[src/rtl/input_sync_filter_pkg.sv]
// Shared defaults and button index names for the mouse input conditioner.
// No ports; imported by the interface, the debounce channel and the top.
package input_sync_pkg;

  localparam int CHANNELS_DEF = 3;
  localparam int STAGES_DEF   = 2;
  localparam int DEBOUNCE_DEF = 4;
  localparam int POS_W_DEF    = 12;
  localparam int STABLE_DEF   = 3;

  localparam int BTN_LEFT   = 0;
  localparam int BTN_RIGHT  = 1;
  localparam int BTN_MIDDLE = 2;

endpackage

[src/rtl/input_sync_filter_if.sv]
// Bus between the mouse controller side and the input conditioner.
// Signals:
//   btn_in, xpos_in, ypos_in      raw asynchronous mouse signals
//   btn_out, btn_rise, btn_fall   debounced levels and one-cycle edge pulses
//   xpos_out, ypos_out, pos_valid committed position and its update pulse
// Modports: master = mouse side (drives raw inputs, observes results),
//           slave  = conditioner.
interface input_sync_filter_if
  import input_sync_pkg::*;
#(
  parameter int CHANNELS = CHANNELS_DEF,
  parameter int POS_W    = POS_W_DEF
) ();

  logic [CHANNELS-1:0] btn_in;
  logic [POS_W-1:0]    xpos_in;
  logic [POS_W-1:0]    ypos_in;
  logic [CHANNELS-1:0] btn_out;
  logic [CHANNELS-1:0] btn_rise;
  logic [CHANNELS-1:0] btn_fall;
  logic [POS_W-1:0]    xpos_out;
  logic [POS_W-1:0]    ypos_out;
  logic                pos_valid;

  modport master (
    output btn_in, xpos_in, ypos_in,
    input  btn_out, btn_rise, btn_fall, xpos_out, ypos_out, pos_valid
  );

  modport slave (
    input  btn_in, xpos_in, ypos_in,
    output btn_out, btn_rise, btn_fall, xpos_out, ypos_out, pos_valid
  );

endinterface

[src/rtl/input_sync_filter_btn_debounce.sv]
// One button channel: STAGES-deep synchronizer, debounce counter and
// registered rise/fall pulses.
// Ports:
//   clk100MHz  system clock
//   rst        synchronous active-low reset
//   din        raw asynchronous button
//   dout       debounced level
//   rise/fall  one-cycle pulses coincident with a dout change
module btn_debounce
  import input_sync_pkg::*;
#(
  parameter int STAGES   = STAGES_DEF,
  parameter int DEBOUNCE = DEBOUNCE_DEF
) (
  input  logic clk100MHz,
  input  logic rst,
  input  logic din,
  output logic dout,
  output logic rise,
  output logic fall
);

  // DEBOUNCE = 1 would give a zero-width counter; keep one bit.
  localparam int DW = (DEBOUNCE > 1) ? $clog2(DEBOUNCE) : 1;
  localparam logic [DW-1:0] DLAST = DW'(DEBOUNCE - 1);

  generate
    if (STAGES < 2)   begin : g_bad_stages   $error("btn_debounce: STAGES must be >= 2");   end
    if (DEBOUNCE < 1) begin : g_bad_debounce $error("btn_debounce: DEBOUNCE must be >= 1"); end
  endgenerate

  logic [STAGES-1:0] sync;
  logic [DW-1:0]     dcnt;
  logic              s;

  assign s = sync[STAGES-1];

  always_ff @(posedge clk100MHz) begin
    if (!rst) begin
      sync <= '0;
      dcnt <= '0;
      dout <= 1'b0;
      rise <= 1'b0;
      fall <= 1'b0;
    end else begin
      sync <= {sync[STAGES-2:0], din};
      rise <= 1'b0;
      fall <= 1'b0;
      if (s != dout) begin
        // DEBOUNCE consecutive disagreeing edges flip the level.
        if (dcnt == DLAST) begin
          dout <= s;
          dcnt <= '0;
          rise <= s;
          fall <= ~s;
        end else begin
          dcnt <= dcnt + 1'b1;
        end
      end else begin
        // Any single agreeing cycle restarts the filter.
        dcnt <= '0;
      end
    end
  end

endmodule

[src/rtl/input_sync_filter.sv]
// Mouse input conditioner: per-channel synchronized and debounced buttons
// with edge pulses, plus a synchronized XY bus committed only after it has
// held steady for STABLE repeat samples.
// Ports:
//   clk100MHz  system clock, rising edge
//   rst        synchronous active-low reset
//   bus        input_sync_filter_if slave (raw inputs in, filtered outputs out)
module input_sync_filter
  import input_sync_pkg::*;
#(
  parameter int CHANNELS = CHANNELS_DEF,
  parameter int STAGES   = STAGES_DEF,
  parameter int DEBOUNCE = DEBOUNCE_DEF,
  parameter int POS_W    = POS_W_DEF,
  parameter int STABLE   = STABLE_DEF
) (
  input  logic               clk100MHz,
  input  logic               rst,
  input_sync_filter_if.slave bus
);

  localparam int PW = 2 * POS_W;
  localparam int SW = $clog2(STABLE + 1);
  localparam logic [SW-1:0] SFULL = SW'(STABLE);
  localparam logic [SW-1:0] SLAST = SW'(STABLE - 1);

  generate
    if (STAGES < 2)   begin : g_bad_stages   $error("input_sync_filter: STAGES must be >= 2");   end
    if (DEBOUNCE < 1) begin : g_bad_debounce $error("input_sync_filter: DEBOUNCE must be >= 1"); end
    if (STABLE < 1)   begin : g_bad_stable   $error("input_sync_filter: STABLE must be >= 1");   end
  endgenerate

  // ---------------- buttons ----------------
  logic [CHANNELS-1:0] btn_lvl, btn_r, btn_f;

  for (genvar i = 0; i < CHANNELS; i++) begin : g_btn
    btn_debounce #(
      .STAGES   (STAGES),
      .DEBOUNCE (DEBOUNCE)
    ) u_btn (
      .clk100MHz (clk100MHz),
      .rst       (rst),
      .din       (bus.btn_in[i]),
      .dout      (btn_lvl[i]),
      .rise      (btn_r[i]),
      .fall      (btn_f[i])
    );
  end

  assign bus.btn_out  = btn_lvl;
  assign bus.btn_rise = btn_r;
  assign bus.btn_fall = btn_f;

  // ---------------- position ----------------
  logic [STAGES-1:0][PW-1:0] pchain;
  logic [PW-1:0]             sample, cand, committed;
  logic [SW-1:0]             scnt;
  logic                      pvld;

  assign sample = pchain[STAGES-1];

  always_ff @(posedge clk100MHz) begin
    if (!rst) begin
      pchain    <= '0;
      cand      <= '0;
      scnt      <= '0;
      committed <= '0;
      pvld      <= 1'b0;
    end else begin
      pchain <= {pchain[STAGES-2:0], {bus.xpos_in, bus.ypos_in}};
      pvld   <= 1'b0;
      if (sample != cand) begin
        // New candidate; torn multi-bit samples die here since they
        // never repeat long enough to reach the commit point.
        cand <= sample;
        scnt <= '0;
      end else if (scnt != SFULL) begin
        scnt <= scnt + 1'b1;
        // A stable value equal to what is already out is absorbed silently.
        if (scnt == SLAST && cand != committed) begin
          committed <= cand;
          pvld      <= 1'b1;
        end
      end
    end
  end

  assign bus.xpos_out  = committed[PW-1:POS_W];
  assign bus.ypos_out  = committed[POS_W-1:0];
  assign bus.pos_valid = pvld;

endmodule

[src/flat_wrapper.sv]
// flat-port wrapper written by rule: the top's interface ports become plain ports
module input_sync_filter_flat import input_sync_pkg::*;
#(
  parameter int CHANNELS = CHANNELS_DEF,
  parameter int STAGES   = STAGES_DEF,
  parameter int DEBOUNCE = DEBOUNCE_DEF,
  parameter int POS_W    = POS_W_DEF,
  parameter int STABLE   = STABLE_DEF
)
  (clk100MHz, rst, bus_btn_in, bus_xpos_in, bus_ypos_in, bus_btn_out, bus_btn_rise, bus_btn_fall, bus_xpos_out, bus_ypos_out, bus_pos_valid);
  input_sync_filter_if #(.CHANNELS(CHANNELS), .POS_W(POS_W)) bus_i ();
  input  logic clk100MHz;
  input  logic rst;
  input wire logic [$bits(bus_i.btn_in)-1:0] bus_btn_in;
  input wire logic [$bits(bus_i.xpos_in)-1:0] bus_xpos_in;
  input wire logic [$bits(bus_i.ypos_in)-1:0] bus_ypos_in;
  output wire logic [$bits(bus_i.btn_out)-1:0] bus_btn_out;
  output wire logic [$bits(bus_i.btn_rise)-1:0] bus_btn_rise;
  output wire logic [$bits(bus_i.btn_fall)-1:0] bus_btn_fall;
  output wire logic [$bits(bus_i.xpos_out)-1:0] bus_xpos_out;
  output wire logic [$bits(bus_i.ypos_out)-1:0] bus_ypos_out;
  output wire logic [$bits(bus_i.pos_valid)-1:0] bus_pos_valid;
  assign bus_i.btn_in = bus_btn_in;
  assign bus_i.xpos_in = bus_xpos_in;
  assign bus_i.ypos_in = bus_ypos_in;
  assign bus_btn_out = bus_i.btn_out;
  assign bus_btn_rise = bus_i.btn_rise;
  assign bus_btn_fall = bus_i.btn_fall;
  assign bus_xpos_out = bus_i.xpos_out;
  assign bus_ypos_out = bus_i.ypos_out;
  assign bus_pos_valid = bus_i.pos_valid;
  input_sync_filter #(.CHANNELS(CHANNELS), .STAGES(STAGES), .DEBOUNCE(DEBOUNCE), .POS_W(POS_W), .STABLE(STABLE)) u_core (.clk100MHz(clk100MHz), .rst(rst), .bus(bus_i));
endmodule
[config.mk]
export PLATFORM = sky130hd
export DESIGN_NAME = input_sync_filter_flat
export DESIGN_NICKNAME = d
export VERILOG_FILES = /design/src/rtl/input_sync_filter_pkg.sv /design/src/rtl/input_sync_filter_if.sv /design/src/rtl/input_sync_filter_btn_debounce.sv /design/src/rtl/input_sync_filter.sv /design/src/flat_wrapper.sv
export SDC_FILE = /design/constraint.sdc
export NUM_CORES = 1
export LEC_CHECK = 0
export ABC_CLOCK_PERIOD_IN_PS = 2950
export BUFFER_PORTS_ARGS = -buffer_cell sky130_fd_sc_hd__buf_2
export CORE_MARGIN = 2
export CORE_UTILIZATION = 40
export DETAILED_ROUTE_END_ITERATION = 16
export GPL_TIMING_DRIVEN = 1
export SYNTH_ARGS = -nofsm -noshare
export SYNTH_HDL_FRONTEND = slang
export SYNTH_SLANG_ARGS = --single-unit
[constraint.sdc]
create_clock -name clk100MHz -period 2.95 [get_ports clk100MHz]
set_input_delay 0.59 -clock clk100MHz [delete_from_list [all_inputs] [get_ports clk100MHz]]
set_output_delay 0.59 -clock clk100MHz [all_outputs]
set_load 0.03 [all_outputs]
=== Word level (Yosys, flattened, before mapping) ===
Cells that the tools add are included.

* Add/subtract/negate cells: 4
* Equality and inequality tests: 10
* Mux-type cells: 1
* Bitwise logic cells: 9
* Reductions and logical operators: 13

{| class="wikitable"
|+ Operator list
! cell !! count
|-
| inequality test 24 bit || 2
|-
| AND reduction 3 bit || 4
|-
| OR reduction 3 bit || 4
|-
| NOT 1 bit || 9
|-
| adder 2 x 1 -> 2 bit (second input constant) || 4
|-
| equality test 2 bit (second input constant) || 4
|-
| AND reduction 2 bit || 3
|-
| inequality test 1 bit || 3
|-
| inequality test 2 bit (second input constant) || 1
|-
| OR reduction 2 bit || 1
|-
| logical AND 1 bit || 1
|-
| 2-to-1 mux 1 bit || 1
|}

* Bits in registers: 120
* Bits of input ports: 29
* Logic and storage cells: 58

=== Logic depth before layout (Yosys ltp) ===
* Depth in word-level cells: 3
* Depth in mapped cells: 7
* Gate-level depth less buffers: 6

=== By module ===
Synthesis repeated with hierarchy kept, for this count alone.

* Cell total of the unflattened synthesis: 397
* Area, all modules: 4314.1 um^2

{| class="wikitable"
|+ Modules (own cells, without submodules)
! module !! times used !! cells each !! area an instance (um^2) !! seq. area each (um^2)
|-
| input_sync_filter || 1 || 343 || 3623.5 || 1981.9
|-
| btn_debounce || 3 || 18 || 230.2 || 140.1
|}

=== Worst setup path before layout ===
OpenSTA, ideal clock, no wires.

* Path kind: register -> register
* Start point: register u_core.cand[10]
* End point: register u_core.committed[10]
* Setup time: 0.072 ns
* Data arrival time: 2.279 ns
* Setup slack: 0.599 ns
* Cell stages (with the launch flop): 7
* Buffers on the path: 1
* Cells stage by stage: dfxtp_1 xor2_1 or4_1 or4_4 a211oi_4 buf_8 mux2i_1

* Word-level cells in the longest chain between the ends: 3
* Elaborated cells on any way between the ends: 5
* Those cells by class: 2 x eq/ne; 1 x bitwise; 2 x reduce/logical

{| class="wikitable"
|+ RTL lines
! element !! RTL line !! RTL
|-
| start: declaration || input_sync_filter.sv:56 || <nowiki>logic [PW-1:0] sample, cand, committed;</nowiki>
|-
| start signal: assignment || input_sync_filter.sv:75 || <nowiki>cand <= sample;</nowiki>
|-
| inequality test 24 bit (on tied branches) || input_sync_filter.sv:80, input_sync_filter.sv:72 ||
|-
| logical AND 1 bit or NOT 1 bit (tied branches) || - ||
|-
| AND reduction 3 bit (no line) || - ||
|-
| end signal: assignment || input_sync_filter.sv:81 || <nowiki>committed <= cand;</nowiki>
|-
| end: declaration || input_sync_filter.sv:56 ||
|}

Several ways; a longest one is shown, not always the timed one.
A chain may end at the register's enable or synchronous reset.

=== Worst setup path in the final report ===
* Start point: register u_core.cand[10]
* End point: register u_core.committed[6]

* Word-level cells in the longest chain between the ends: 3
* Elaborated cells on any way between the ends: 5
* Those cells by class: 2 x eq/ne; 1 x bitwise; 2 x reduce/logical

{| class="wikitable"
|+ RTL lines
! element !! RTL line
|-
| inequality test 24 bit (on tied branches) || input_sync_filter.sv:80, input_sync_filter.sv:72
|-
| logical AND 1 bit or NOT 1 bit (tied branches) || -
|-
| AND reduction 3 bit (no line) * || -
|}

Every way passes the cells marked *; elsewhere a longest branch is shown, timed or not.

==> flow_metrics.env <==
export IMPL_outcome="finished clean"
export IMPL_setup_worst_path_class="flop to flop"
export IMPL_p_leak_uw=0.002138
export IMPL_max_freq_ghz=0.4198
export IMPL_yosys_register_bits=120
export IMPL_cts_buffers=17
export IMPL_clk_path_buf_depth=2
export IMPL_cp_end_kind="flop"
export IMPL_drt_iter0_drc=108
export IMPL_antenna_found_initial=0
export IMPL_wl_per_cell_um=12.81
export IMPL_routed_wl_mm=7.919
export IMPL_grt_overflow=0
export IMPL_fin_skew_ns=0.007774
export IMPL_yosysWarnings=0
export IMPL_cts_tree="done"
export IMPL_power_uw=3876
export IMPL_critPathLaunchType="flop"
export IMPL_grt_pass1_vias=2523
export IMPL_synth_nets=441
export IMPL_tightestPinTransition_ns=0.6043
export IMPL_dieWidth_um=108.4
export IMPL_grt_setup_unrepaired="false"
export IMPL_start_util_pct=40.59
export IMPL_ant_nets=0
export IMPL_cts_setup_buffers=0
export IMPL_cts_root_buf="clkbuf_8"
export IMPL_hold_class="input pin to flop"
export IMPL_clock_latency_ns=0.51
export IMPL_clock_sinks=120
export IMPL_grt_max_degree=139
export IMPL_portBuffers=62
export IMPL_pwr_density_cell_nw_per_um2=727.3
export IMPL_die_y_um=108.4
export IMPL_h_tree_depth=4
export IMPL_holdWs_ns=0.2794
export IMPL_viasPerCell=4.411
export IMPL_num_rows=38
export IMPL_gp_congestion=0.7722
export IMPL_setup_viol=0
export IMPL_fin_ws_ns=0.5677
export IMPL_required_ns=3.39
export IMPL_route_detailed_drc=0
export IMPL_slew_headroom_pct=59.34
export IMPL_syn_inst=407
export IMPL_die_area_sq_um=11760
export IMPL_avgSynthCellArea_sq_um=10.72
export IMPL_period_share_pct=80.76
export IMPL_vias=2726
export IMPL_synth_edff_count=0
export IMPL_yosysSeqAreaShare_pct=55.08
export IMPL_core_area_sq_um=10750
export IMPL_track_usage_pct=14.06
export IMPL_mostFrequentLayoutCell="dfxtp_1"
export IMPL_async_flop_share_pct=0
export IMPL_pin_count=63
export IMPL_num_antenna_cells=0
export IMPL_drive_gt1_share_pct=20.71
export IMPL_maxSlewViolCount=0
export IMPL_post_route_util_pct=49.60
export IMPL_finalCriticalPeriod_ns=2.382
export IMPL_hold_viol=0
export IMPL_cts_resized=0
export IMPL_crit_arrival_ns=2.82
export IMPL_ir_drop_mv=0.3950
export IMPL_cts_clk_slew_worst_paths_ns=0.06
export IMPL_syn_area_sq_um=4362
export IMPL_area_growth_pct=22.20
export IMPL_fin_nets=499
export IMPL_drt_first_pass_iters=4
export IMPL_place_ws_ns=0.5880
export IMPL_ctsHoldBuffers=0
export IMPL_grt_pass1_wl_mm=12.19
export IMPL_yosysUniqueCellTypes=24
export IMPL_place_hpwl_mm=5.529
export IMPL_tns_ns=0
export IMPL_crit_fanout=13
export IMPL_synth_ff_type="dfxtp_1"
export IMPL_most_common_layout_cells="dfxtp_1 (120), and2_1 (78), buf_2 (62)"
export IMPL_maxCapViolCount=0
-- where the power goes --
part	internal (uW)	switching (uW)	leakage, uW	total [uW]
combinational	72.2	68.8	0.000874	141
sequential	1670	26.9	0.000981	1690
clock	1310	730	0.000284	2040
total	3050	826	0.00214	3880
-- worst max-delay path: stages, from the launching register on --
cell	delay, ns
dfxtp_1	0.35
xor2_1	0.17
or4_1	0.52
or4_4	0.51
a211oi_4	0.23
buf_4	0.29
mux2i_1	0.23
-- routing by layer --
layer  up-vias  part of all wire, %  track usage, %
met3         8                  5.7           5.063
li1       1430                    -               -
met5         -                    0               0
met2        77                   42           20.27
met1      1211                   51           18.81
met4         0                  1.4           6.319
-- through the flow --
| stage | area (sq um) | std cells |
|---|---|---|
| after floorplan | 4362 | 407 |
| after global placement | 4728 | 586 |
| after detailed placement | 4728 | 586 |
| after CTS | 5330 | 618 |
| after global routing | 5330 | 618 |
| final | 5330 | 618 |
-- cells by family (layout without fill, tap and decap cells) --
logic type / Yosys count / after routing / share of synthesized area, %
muxes: 27 / 27 / 6.196
adders and majority gates: 5 / 5 / 1.434
AOI/OAI and AO/OA: 3 / 3 / 0.7745
buffers and inverters: 28 / 99 / 3.700
and+or+nand+nor: 171 / 171 / 22.17
DFF: 120 / 120 / 55.08
xor gates and xnor gates: 53 / 53 / 10.64
-- cells in the mapped netlist (all sizes together) (2+ instances only) --
| cell | count | area share, % |
|---|---|---|
| and2 | 78 | 11 |
| buf | 11 | 2.2 |
| clkbuf | 15 | 1.3 |
| dfxtp | 120 | 55 |
| ha | 5 | 1.4 |
| inv | 2 | 0.17 |
| mux2i | 27 | 6.2 |
| nand2 | 51 | 4.4 |
| nand4 | 14 | 2.0 |
| nor2 | 5 | 0.43 |
| nor2b | 3 | 0.43 |
| nor3b | 6 | 1.0 |
| nor4 | 3 | 0.43 |
| nor4b | 3 | 0.60 |
| nor4bb | 3 | 0.69 |
| or4 | 4 | 0.77 |
| xnor2 | 44 | 8.8 |
| xor2 | 9 | 1.8 |
-- area by class of cell --
class	instances	area (sq um)
inverters	2	7.507
flip-flops and latches	120	2402
well taps	140	175.2
clock inverters	14	173.9
multi-input cells	259	1798
repair buffers	65	345.3
clock buffers	18	427.9
fillers	1004	5415
-- state kept, by name (all words and copies together), names as in the netlist, 2 cells and up --
register	flops
u_core.cand	24
u_core.committed	24
u_core.pchain	24
u_core.sample	24
u_core.g_btn.u_btn.dcnt	6
u_core.g_btn.u_btn.sync	6
u_core.g_btn.u_btn.dout	3
u_core.g_btn.u_btn.fall	3
u_core.g_btn.u_btn.rise	3
u_core.scnt	2
-- path summary, 6_finish.rpt --
path / end / cells after the start / startpoint / slack (ns)
max reg2reg: u_core.committed[6] / 6 / u_core.cand[10] / 0.57
min reg2reg: u_core.sample[22] / 1 / u_core.pchain[22] / 0.43
min: u_core.pchain[22] / 2 / bus_xpos_in[10] / 0.28
max: u_core.committed[6] / 6 / u_core.cand[10] / 0.57
No activity file was read; power rests on OpenSTA's default activity.
